**src/rtl/rv_pkg.sv**
```systemverilog
// Shared RV32I decode definitions: ALU op codes, opcodes, operand selects,
// immediate formats and the decoded bundle carried by alu_op_decoder.
package rv_pkg;

  localparam logic [3:0] ALU_ADD  = 4'd0;
  localparam logic [3:0] ALU_SLL  = 4'd1;
  localparam logic [3:0] ALU_SLT  = 4'd2;
  localparam logic [3:0] ALU_SLTU = 4'd3;
  localparam logic [3:0] ALU_XOR  = 4'd4;
  localparam logic [3:0] ALU_SRL  = 4'd5;
  localparam logic [3:0] ALU_OR   = 4'd6;
  localparam logic [3:0] ALU_AND  = 4'd7;
  localparam logic [3:0] ALU_SUB  = 4'd8;
  localparam logic [3:0] ALU_SRA  = 4'd13;

  localparam logic [6:0] OPC_OP     = 7'b0110011;
  localparam logic [6:0] OPC_OPIMM  = 7'b0010011;
  localparam logic [6:0] OPC_LOAD   = 7'b0000011;
  localparam logic [6:0] OPC_STORE  = 7'b0100011;
  localparam logic [6:0] OPC_BRANCH = 7'b1100011;
  localparam logic [6:0] OPC_JAL    = 7'b1101111;
  localparam logic [6:0] OPC_JALR   = 7'b1100111;
  localparam logic [6:0] OPC_LUI    = 7'b0110111;
  localparam logic [6:0] OPC_AUIPC  = 7'b0010111;

  localparam logic [1:0] SRC1_RS1  = 2'd0;
  localparam logic [1:0] SRC1_PC   = 2'd1;
  localparam logic [1:0] SRC1_ZERO = 2'd2;

  typedef enum logic [2:0] {IMM_NONE, IMM_I, IMM_S, IMM_B, IMM_U, IMM_J} imm_fmt_e;

  typedef struct packed {
    logic [3:0]  alucon;
    logic [31:0] imm;
    logic [1:0]  src1_sel;
    logic        src2_sel;
    logic [4:0]  rs1;
    logic [4:0]  rs2;
    logic [4:0]  rd;
    logic [31:0] pc;
    logic        reg_we;
    logic        mem_re;
    logic        mem_we;
    logic        branch;
    logic        jump;
    logic        illegal;
  } bundle_t;

  function automatic logic [31:0] gen_imm(input logic [31:0] i, input imm_fmt_e f);
    case (f)
      IMM_I:   gen_imm = {{20{i[31]}}, i[31:20]};
      IMM_S:   gen_imm = {{20{i[31]}}, i[31:25], i[11:7]};
      IMM_B:   gen_imm = {{19{i[31]}}, i[31], i[7], i[30:25], i[11:8], 1'b0};
      IMM_U:   gen_imm = {i[31:12], 12'b0};
      IMM_J:   gen_imm = {{11{i[31]}}, i[31], i[19:12], i[20], i[30:21], 1'b0};
      default: gen_imm = 32'd0;
    endcase
  endfunction

endpackage

```
**src/rtl/alu_op_decoder_if.sv**
```systemverilog
// Fetch-side and execute-side handshake plus the decoded bundle.
interface alu_op_decoder_if;
  logic        in_valid;
  logic        in_ready;
  logic [31:0] in_instr;
  logic [31:0] in_pc;
  logic        flush;
  logic        out_valid;
  logic        out_ready;
  logic [3:0]  alucon;
  logic [31:0] imm;
  logic [1:0]  src1_sel;
  logic        src2_sel;
  logic [4:0]  rs1;
  logic [4:0]  rs2;
  logic [4:0]  rd;
  logic [31:0] pc_out;
  logic        reg_we;
  logic        mem_re;
  logic        mem_we;
  logic        branch;
  logic        jump;
  logic        illegal;

  modport master (
    output in_valid, in_instr, in_pc, flush, out_ready,
    input  in_ready, out_valid, alucon, imm, src1_sel, src2_sel, rs1, rs2, rd,
           pc_out, reg_we, mem_re, mem_we, branch, jump, illegal
  );
  modport slave (
    input  in_valid, in_instr, in_pc, flush, out_ready,
    output in_ready, out_valid, alucon, imm, src1_sel, src2_sel, rs1, rs2, rd,
           pc_out, reg_we, mem_re, mem_we, branch, jump, illegal
  );
endinterface

```
**src/rtl/rv_decode_comb.sv**
```systemverilog
// Purely combinational RV32I instruction -> decoded bundle.
module rv_decode_comb
  import rv_pkg::*;
(
  input  logic [31:0] instr,
  input  logic [31:0] pc,
  output bundle_t     dec
);
  logic [6:0] opc, f7;
  logic [2:0] f3;
  imm_fmt_e   fmt;
  logic       legal;

  assign opc = instr[6:0];
  assign f3  = instr[14:12];
  assign f7  = instr[31:25];

  always_comb begin
    dec          = '0;
    fmt          = IMM_NONE;
    legal        = 1'b1;
    dec.rs1      = instr[19:15];
    dec.rs2      = instr[24:20];
    dec.rd       = instr[11:7];
    dec.pc       = pc;
    dec.src1_sel = SRC1_RS1;
    case (opc)
      OPC_OP: begin
        dec.alucon = {f7[5], f3};
        dec.reg_we = 1'b1;
        legal      = (f7 == 7'h00) || (f7 == 7'h20 && (f3 == 3'd0 || f3 == 3'd5));
      end
      OPC_OPIMM: begin
        fmt          = IMM_I;
        dec.src2_sel = 1'b1;
        // only shifts carry funct7; ADDI with imm[10] set must stay ADD
        dec.alucon   = {(f3 == 3'd5) & f7[5], f3};
        dec.reg_we   = 1'b1;
        if (f3 == 3'd1)      legal = (f7 == 7'h00);
        else if (f3 == 3'd5) legal = (f7 == 7'h00) || (f7 == 7'h20);
      end
      OPC_LOAD:  begin fmt = IMM_I; dec.src2_sel = 1'b1; dec.mem_re = 1'b1; dec.reg_we = 1'b1; end
      OPC_STORE: begin fmt = IMM_S; dec.src2_sel = 1'b1; dec.mem_we = 1'b1; end
      OPC_JALR:  begin fmt = IMM_I; dec.src2_sel = 1'b1; dec.jump = 1'b1; dec.reg_we = 1'b1; end
      OPC_JAL: begin
        fmt = IMM_J; dec.src1_sel = SRC1_PC; dec.src2_sel = 1'b1; dec.jump = 1'b1; dec.reg_we = 1'b1;
      end
      OPC_AUIPC: begin fmt = IMM_U; dec.src1_sel = SRC1_PC;   dec.src2_sel = 1'b1; dec.reg_we = 1'b1; end
      OPC_LUI:   begin fmt = IMM_U; dec.src1_sel = SRC1_ZERO; dec.src2_sel = 1'b1; dec.reg_we = 1'b1; end
      OPC_BRANCH: begin
        fmt        = IMM_B;
        dec.branch = 1'b1;
        case (f3[2:1])
          2'b10:   dec.alucon = ALU_SLT;
          2'b11:   dec.alucon = ALU_SLTU;
          default: dec.alucon = ALU_SUB;
        endcase
      end
      default: legal = 1'b0;
    endcase
    dec.imm = gen_imm(instr, fmt);
    if (dec.rd == 5'd0) dec.reg_we = 1'b0;
    if (!legal) begin
      dec.alucon  = ALU_ADD;
      dec.reg_we  = 1'b0;
      dec.mem_re  = 1'b0;
      dec.mem_we  = 1'b0;
      dec.branch  = 1'b0;
      dec.jump    = 1'b0;
      dec.illegal = 1'b1;
    end
  end
endmodule

```
**src/rtl/alu_op_decoder.sv**
```systemverilog
// Registered decode stage with valid/ready on both sides and flush.
// ALU_DEC_SKID_EN selects a 2-entry skid buffer with a flopped in_ready.
module alu_op_decoder
  import rv_pkg::*;
#(
  parameter logic [1:0] RESET_PC_SEL = 2'd0
) (
  input logic           clk,
  input logic           rst_n,
  alu_op_decoder_if.slave bus
);
  bundle_t dec, out_b, rst_b;
  logic    out_valid;

  rv_decode_comb u_dec (.instr(bus.in_instr), .pc(bus.in_pc), .dec(dec));

  always_comb begin
    rst_b          = '0;
    rst_b.src1_sel = RESET_PC_SEL;
    rst_b.src2_sel = RESET_PC_SEL[0];
  end

`ifdef ALU_DEC_SKID_EN
  bundle_t    q0, q1;
  logic [1:0] cnt, cnt_nxt;
  logic       in_rdy_q, push, pop, wr_hi;

  assign push    = bus.in_valid && in_rdy_q && !bus.flush;
  assign pop     = (cnt != 2'd0) && bus.out_ready;
  assign cnt_nxt = cnt + 2'(push) - 2'(pop);
  assign wr_hi   = (cnt == 2'd1) && !pop;

  always_ff @(posedge clk or negedge rst_n) begin
    if (!rst_n) begin
      cnt      <= 2'd0;
      in_rdy_q <= 1'b0;
      q0       <= rst_b;
      q1       <= rst_b;
    end else if (bus.flush) begin
      cnt      <= 2'd0;
      in_rdy_q <= 1'b1;
    end else begin
      cnt      <= cnt_nxt;
      in_rdy_q <= (cnt_nxt != 2'd2);
      if (pop && cnt == 2'd2) q0 <= q1;
      // a write into slot 0 overrides the shift above when both happen
      if (push) begin
        if (wr_hi) q1 <= dec;
        else       q0 <= dec;
      end
    end
  end

  assign out_b        = q0;
  assign out_valid    = (cnt != 2'd0);
  assign bus.in_ready = in_rdy_q;
`else
  bundle_t r;
  logic    vld, rdy_en;

  assign bus.in_ready = rdy_en && (!vld || bus.out_ready);

  always_ff @(posedge clk or negedge rst_n) begin
    if (!rst_n) begin
      vld    <= 1'b0;
      rdy_en <= 1'b0;
      r      <= rst_b;
    end else begin
      rdy_en <= 1'b1;
      if (bus.flush) vld <= 1'b0;
      else if (bus.in_valid && bus.in_ready) begin
        r   <= dec;
        vld <= 1'b1;
      end else if (bus.out_ready) vld <= 1'b0;
    end
  end

  assign out_b     = r;
  assign out_valid = vld;
`endif

  assign bus.out_valid = out_valid;
  assign bus.alucon    = out_b.alucon;
  assign bus.imm       = out_b.imm;
  assign bus.src1_sel  = out_b.src1_sel;
  assign bus.src2_sel  = out_b.src2_sel;
  assign bus.rs1       = out_b.rs1;
  assign bus.rs2       = out_b.rs2;
  assign bus.rd        = out_b.rd;
  assign bus.pc_out    = out_b.pc;
  assign bus.reg_we    = out_b.reg_we;
  assign bus.mem_re    = out_b.mem_re;
  assign bus.mem_we    = out_b.mem_we;
  assign bus.branch    = out_b.branch;
  assign bus.jump      = out_b.jump;
  assign bus.illegal   = out_b.illegal;
endmodule
```
**src/flat_wrapper.sv**
```systemverilog
// flat-port wrapper written by rule: the top's interface ports become plain ports
module alu_op_decoder_flat import rv_pkg::*;
#(
  parameter logic [1:0] RESET_PC_SEL = 2'd0
)
  (clk, rst_n, bus_in_valid, bus_in_instr, bus_in_pc, bus_flush, bus_out_ready, bus_in_ready, bus_out_valid, bus_alucon, bus_imm, bus_src1_sel, bus_src2_sel, bus_rs1, bus_rs2, bus_rd, bus_pc_out, bus_reg_we, bus_mem_re, bus_mem_we, bus_branch, bus_jump, bus_illegal);
  alu_op_decoder_if bus_i ();
  input logic clk;
  input logic rst_n;
  input wire logic [$bits(bus_i.in_valid)-1:0] bus_in_valid;
  input wire logic [$bits(bus_i.in_instr)-1:0] bus_in_instr;
  input wire logic [$bits(bus_i.in_pc)-1:0] bus_in_pc;
  input wire logic [$bits(bus_i.flush)-1:0] bus_flush;
  input wire logic [$bits(bus_i.out_ready)-1:0] bus_out_ready;
  output wire logic [$bits(bus_i.in_ready)-1:0] bus_in_ready;
  output wire logic [$bits(bus_i.out_valid)-1:0] bus_out_valid;
  output wire logic [$bits(bus_i.alucon)-1:0] bus_alucon;
  output wire logic [$bits(bus_i.imm)-1:0] bus_imm;
  output wire logic [$bits(bus_i.src1_sel)-1:0] bus_src1_sel;
  output wire logic [$bits(bus_i.src2_sel)-1:0] bus_src2_sel;
  output wire logic [$bits(bus_i.rs1)-1:0] bus_rs1;
  output wire logic [$bits(bus_i.rs2)-1:0] bus_rs2;
  output wire logic [$bits(bus_i.rd)-1:0] bus_rd;
  output wire logic [$bits(bus_i.pc_out)-1:0] bus_pc_out;
  output wire logic [$bits(bus_i.reg_we)-1:0] bus_reg_we;
  output wire logic [$bits(bus_i.mem_re)-1:0] bus_mem_re;
  output wire logic [$bits(bus_i.mem_we)-1:0] bus_mem_we;
  output wire logic [$bits(bus_i.branch)-1:0] bus_branch;
  output wire logic [$bits(bus_i.jump)-1:0] bus_jump;
  output wire logic [$bits(bus_i.illegal)-1:0] bus_illegal;
  assign bus_i.in_valid = bus_in_valid;
  assign bus_i.in_instr = bus_in_instr;
  assign bus_i.in_pc = bus_in_pc;
  assign bus_i.flush = bus_flush;
  assign bus_i.out_ready = bus_out_ready;
  assign bus_in_ready = bus_i.in_ready;
  assign bus_out_valid = bus_i.out_valid;
  assign bus_alucon = bus_i.alucon;
  assign bus_imm = bus_i.imm;
  assign bus_src1_sel = bus_i.src1_sel;
  assign bus_src2_sel = bus_i.src2_sel;
  assign bus_rs1 = bus_i.rs1;
  assign bus_rs2 = bus_i.rs2;
  assign bus_rd = bus_i.rd;
  assign bus_pc_out = bus_i.pc_out;
  assign bus_reg_we = bus_i.reg_we;
  assign bus_mem_re = bus_i.mem_re;
  assign bus_mem_we = bus_i.mem_we;
  assign bus_branch = bus_i.branch;
  assign bus_jump = bus_i.jump;
  assign bus_illegal = bus_i.illegal;
  alu_op_decoder #(.RESET_PC_SEL(RESET_PC_SEL)) u_core (.clk(clk), .rst_n(rst_n), .bus(bus_i));
endmodule
```
**config.mk**
```make
export PLATFORM = sky130hd
export DESIGN_NAME = alu_op_decoder_flat
export DESIGN_NICKNAME = d
export VERILOG_FILES = /design/src/rtl/rv_pkg.sv /design/src/rtl/alu_op_decoder_if.sv /design/src/rtl/rv_decode_comb.sv /design/src/rtl/alu_op_decoder.sv /design/src/flat_wrapper.sv
export SDC_FILE = /design/constraint.sdc
export NUM_CORES = 1
export LEC_CHECK = 0
export ABC_AREA = 1
export CORE_ASPECT_RATIO = 1.4
export CORE_MARGIN = 3
export CORE_UTILIZATION = 45
export DETAILED_ROUTE_END_ITERATION = 8
export PLACE_DENSITY = 0.83
export SLEW_MARGIN = 0
export SYNTH_ARGS = -nofsm -noshare
export SYNTH_HDL_FRONTEND = slang
export SYNTH_SLANG_ARGS = --single-unit
export TNS_END_PERCENT = 20
```
**constraint.sdc**
```tcl
create_clock -name clk -period 1.35 [get_ports clk]
set_input_delay 0.2025 -clock clk [delete_from_list [all_inputs] [get_ports clk]]
set_output_delay 0.2025 -clock clk [all_outputs]
set_load 0.005 [all_outputs]
```
-- Word-level counts from Yosys, hierarchy flattened
Cells that the tools add are included.
- equal/unequal tests: 19
- multiplexer cells: 20
- bitwise logic cells: 2
- reduce and logical (&&, ||, !) cells: 20
- operators with widths (cell ; count):
    32-bit one-hot mux with 5 select lines ; 1
    7-bit by 6-bit equality test with 1-bit output (second input constant) ; 4
    7-bit equality test (second input constant) ; 3
    7-bit OR reduction ; 3
    3-bit one-hot mux with 5 select lines ; 1
    7-bit by 5-bit equality test with 1-bit output (second input constant) ; 2
    1-bit two-way mux ; 12
    4-bit one-hot mux with 3 select lines ; 1
    3-bit equality test (second input constant) ; 3
    4-bit one-hot mux with 2 select lines ; 1
    7-bit by 2-bit equality test with 1-bit output (second input constant) ; 1
    7-bit zero test ; 1
    3-bit by 1-bit equality test with 1-bit output (second input constant) ; 2
    3-bit by 2-bit equality test with 1-bit output (second input constant) ; 2
    6-bit two-way mux ; 1
    2-bit OR reduction ; 3
    5-bit zero test ; 1
    2-bit equality test (second input constant) ; 2
    1-bit logical OR ; 4
    4-bit two-way mux ; 1
    2-bit one-hot mux with 2 select lines ; 1
    1-bit logical AND ; 3
    3-bit zero test ; 1
    1-bit one-hot mux with 3 select lines ; 1
    6 further kinds ; 6
- register bits: 94
- input bits: 69

-- Longest topological paths before layout
- word-level depth: 6
- depth in mapped cells: 11
- mapped depth without buffers: 10

-- Modules after synthesis
Synthesis repeated with hierarchy kept, for this count alone.
- cells, all modules: 616
- area total of the unflattened synthesis: 5104.9 um2
- modules (own cells, without submodules) (module ; instances ; cells an instance ; area an instance (um2) ; seq. area each (um2)):
    alu_op_decoder ; 1 ; 418 ; 3876.2 ; 2352.3
    rv_decode_comb ; 1 ; 198 ; 1228.7 ; 0.0

-- Worst setup path before layout
Ideal clock, no wire load.
- kind: reg-to-reg
- start: register u_core.vld (netlist: u_core.bus.out_valid)
- end: register u_core.r, in the netlist u_core.bus.src2_sel
- setup time: 0.121 ns
- arrival: 1.160 ns
- required time: 1.229 ns
- path slack: 0.069 ns
- stages on the path, launching flop included: 8
- cells stage by stage: dfrtp_1 -> nand2_1 -> nand2_1 -> nor2_1 -> buf_4 -> buf_6 -> nand3_1 -> o22a_1
- cells in the longest elaborated chain, start to end: 5
- RTL lines (item ; RTL line ; text):
    start, declared ; alu_op_decoder.sv:59 ; logic vld, rdy_en;
    start signal, assigned ; alu_op_decoder.sv:65 ; vld <= 1'b0;
    start signal, assigned ; alu_op_decoder.sv:70 ; if (bus.flush) vld <= 1'b0;
    start signal, assigned ; alu_op_decoder.sv:73 ; vld <= 1'b1;
    1-bit zero test ; alu_op_decoder.sv:61 ; assign bus.in_ready = rdy_en && (!vld || bus.out_ready);
    1-bit logical OR ; alu_op_decoder.sv:61 ;
    1-bit logical AND ; alu_op_decoder.sv:61 ;
    1-bit logical AND ; alu_op_decoder.sv:71 ; else if (bus.in_valid && bus.in_ready) begin
    2-bit AND reduction (no line) ; - ;
    end signal, assigned ; alu_op_decoder.sv:67 ; r <= rst_b;
    end, declared ; alu_op_decoder.sv:58 ; bundle_t r;
No other way between the ends.
A chain may end at the register's enable or synchronous reset.

-- Worst setup path after layout
Same ends and word-level chain as after synthesis.

==> reports/metrics.csv <==
stage,metric,value,unit
synthesis,netlist_area,0.00444,sq mm
routing,wl,14100,um
die,dieArea,0.0111,sq mm
finish,diodes,0,
timing,finalWorstSetupSlack,-0.0593,ns
pwr,p_comb_share,18.3,%
grt,grt_pass1_wl,22200,um
pwr,seq_power_share,43.2,%
clocking,clk_latency,0.33,ns
timing,rsz0062_at_grt,true,
routing,dr.first_iter.drc_count,279,
timing,finalWorstPathRequiredPeriod,1.41,ns
timing,post-route-period-util,104,%
die,io_pins,163,
synthesis,ys_seq_area_share,53.0,%
routing,post-route-drc-count,0,
clocking,cts_root_buffer,clkbuf_16,
worst_setup_path,worstRegToRegCells,7,
grt,gr-usage-all-layers,25.0,%
synthesis,synthDistinctLibCells,20,
worst_setup_path,critPathLaunchType,flop,
routing,detail-route-antenna-nets,0,
pwr,max-vdd-ir-drop,0.000796,V
worst_setup_path,slowest_stage,dfrtp_1,
clocking,cts.sinks,94,
synthesis,syn-num-nets,669,
timing,finalHoldViolations,0,
placement,io_buffers,162,
worst_setup_path,critPathLaunch,u_core.bus.out_valid,
routing,first_pass_iters,4,
worst_setup_path,crit_path_cell_trace,nand2_2 > nand2_2 > nor2_4 > buf_6 > buf_6 > nand3_4 > o22a_1,
pwr,finalPower,7.56,mW
die,die_h,123,um
grt,grt_max_degree,95,
placement,place.gp.congestion,0.872,
finish,area_growth,61.5,%
clocking,cts_tree,done,
routing,vias_per_cell,4.88,
worst_setup_path,required,1.56,ns
finish,nNetsFinal,883,
worst_setup_path,cp-end-kind,flop,
grt,antenna_found_initial,0,
die,rows,42,
grt,grt_pass1_vias,4480,
pwr,p_int,5.67,mW
worst_setup_path,arrival,1.62,ns
run,cap_violations,0,
pwr,switching_power,1.89,mW
worst_setup_path,critPathKind,reg2reg,
timing,skew,0.00691,ns
worst_setup_path,crit_path_max_incr_delay,0.39,ns
finish,layout.cells.non_filler,951,
die,initial_utilization,46.6,%
pwr,powerDensity,1050,mW/mm^2
worst_setup_path,worstReg2RegStart,u_core.bus.out_valid,
die,die_w,89.9,um
synthesis,ys_seq_elements,94,
timing,slew_headroom,65.0,%
timing,setup_violations,7,
placement,post-place-ws,-0.486,ns
timing,max_freq,0.710,GHz
worst_setup_path,worstPathMaxFanout,5,
finish,drive_gt1_share,15.9,%
pwr,power.static_leakage,4.24,nW
clocking,numCtsBuffers,9,
placement,place_hpwl,10200,um
routing,wire_per_inst,14.8,um
worst_setup_path,timing.rr.end,u_core.bus.src2_sel,
worst_hold_path,holdCritPathClass,in2async,
timing,drv_slew,0,
timing,worst_pin_slew,0.525,ns
placement,place_inst,924,
grt,grt-ovfl-total,0,
status,violations,negative setup slack,
routing,via_count,4637,
die,core_area,0.00951,sq mm
status,status,"finished, violations left",
pwr,power_frac_clock,38.5,%
synthesis,synth_cells,600,
clocking,h-tree-depth,3,
clocking,path_clk_slew,0.07,ns
worst_setup_path,r2r_slack,-0.06,ns
synthesis,avgSynthCellArea,7.39,sq um
synthesis,synth-warning-count,0,
pwr,swShare,25.0,%
clocking,cts_buffer_depth,2,
## cells in the mapped netlist
cell        n  area share, %
o21ai_0    12            1.4
dfrtp_1    94             53
nand3_2     1           0.23
nand3_1    51            5.8
clkbuf_1   10           0.85
o31ai_1     1           0.17
inv_1      19            1.6
conb_1      1          0.085
nand2_1   334             28
nor2_2      3           0.42
a31oi_1     1           0.14
nand4_1     2           0.28
o22a_1      1           0.20
buf_2      11            1.2
inv_2       3           0.25
buf_4       6            1.0
nor2_1     41            3.5
o21ai_2     1           0.20
nand2_2     5           0.71
buf_6       3           0.76
## timing repair
item,in CTS,in global routing
endpoints found under the setup margin,182,92
buffers inserted,6,3
hold buffers,1,0
gates resized for setup,116,46
pin swaps,7,14
endpoints found under the hold margin,94,0
cloned,0,1
## cell usage in the layout (no fill, tap or decap), types with 2 or more instances in the layout
cell type        count
buf_12              11
nor2_2               8
nand2_1            327
nand3_2              5
nor2_4               5
nand3_1             44
nand2_2              7
nand3_4              3
buf_4               50
nand4_1              2
dlymetal6s2s_1       5
nor2_1              31
inv_6                2
o21ai_0             11
inv_2                6
inv_1               15
dlygate4sd2_1       95
clkbuf_16            9
buf_6                8
bufinv_16            3
buf_8                2
nand2_4              5
clkdlybuf4s50_1     60
dfrtp_1             94
## routing by layer
metal / vias to the layer above / GRT usage [%] / routed length (um)
met5: - / 0 / 0
met4: 0 / 9.67 / 534
met3: 41 / 6.51 / 919
met2: 189 / 44.5 / 7120
met1: 2139 / 29.0 / 5530
li1: 2268 / - / -
## state kept, by name, indices dropped and copies added, names as in the netlist, 2 cells and up
name / flops
u_core.bus.alucon: 4
u_core.bus.imm: 32
u_core.bus.pc_out: 32
u_core.bus.rd: 5
u_core.bus.rs1: 5
u_core.bus.rs2: 5
u_core.bus.src1_sel: 2
## metrics by stage
| stage | hold WS, ns | setup TNS, ns | cell area, sq um | utilization [%] |
|---|---|---|---|---|
| finish | 0.410 | -0.113 | 7170 | 75.3 |
| global route | 0.409 | -1.82 | 7170 | 75.3 |
| CTS | 0.398 | -1.05 | 6980 | 73.3 |
| detailed placement | 0.293 | -33.92 | 6620 | 69.6 |
| global placement | 0.284 | -33.04 | 6620 | 69.6 |
| floorplan | -0.0931 | 0 | 4440 | - |
## worst max-delay path: cells and delay by family (launching register included)
kind | cells | cell delay, ns
AND/OR/NAND/NOR | 4 | 0.41
AO/OA/AOI/OAI | 1 | 0.23
buffers and inverters | 2 | 0.24
flip-flops | 1 | 0.39
## power groups by stage
stage	clock network, mW	logic (mW)	registers (mW)
3_5_place_dp	0	1.53	3.33
5_1_grt	3.10	1.51	3.30
3_3_place_gp	0	1.49	3.31
2_1_floorplan	0	0.380	3.34
6_report	2.91	1.38	3.27
4_1_cts	2.98	1.37	3.27
## cell type report
type	instances	area, sq um
inverter	22	85.1
clock buffer	9	225
tap	132	165
sequential	94	2350
clock inverter	7	120
multi-input combinational	454	1990
fill	735	2350
timing repair buffer	233	2230
## worst max path at each step
stage                      endpoint  slack (ns)
5_1_grt        u_core.bus.alucon[0]        -0.1
3_5_place_dp      u_core.bus.imm[9]       -0.49
3_3_place_gp      u_core.bus.imm[9]       -0.49
6_report        u_core.bus.src2_sel       -0.06
2_1_floorplan   u_core.bus.src2_sel        0.07
4_1_cts        u_core.bus.alucon[1]       -0.08
## cells by family (layout without fill, tap and decap cells)
group	count (synthesis)	after routing	share of synthesized area [%]
simple gates	437	437	39.1
flops	94	94	53.0
buf+inv	52	271	5.72
compound gates	16	16	2.06
other cells	1	1	0.0845
Note: power is estimated with default switching activity, not from simulation.
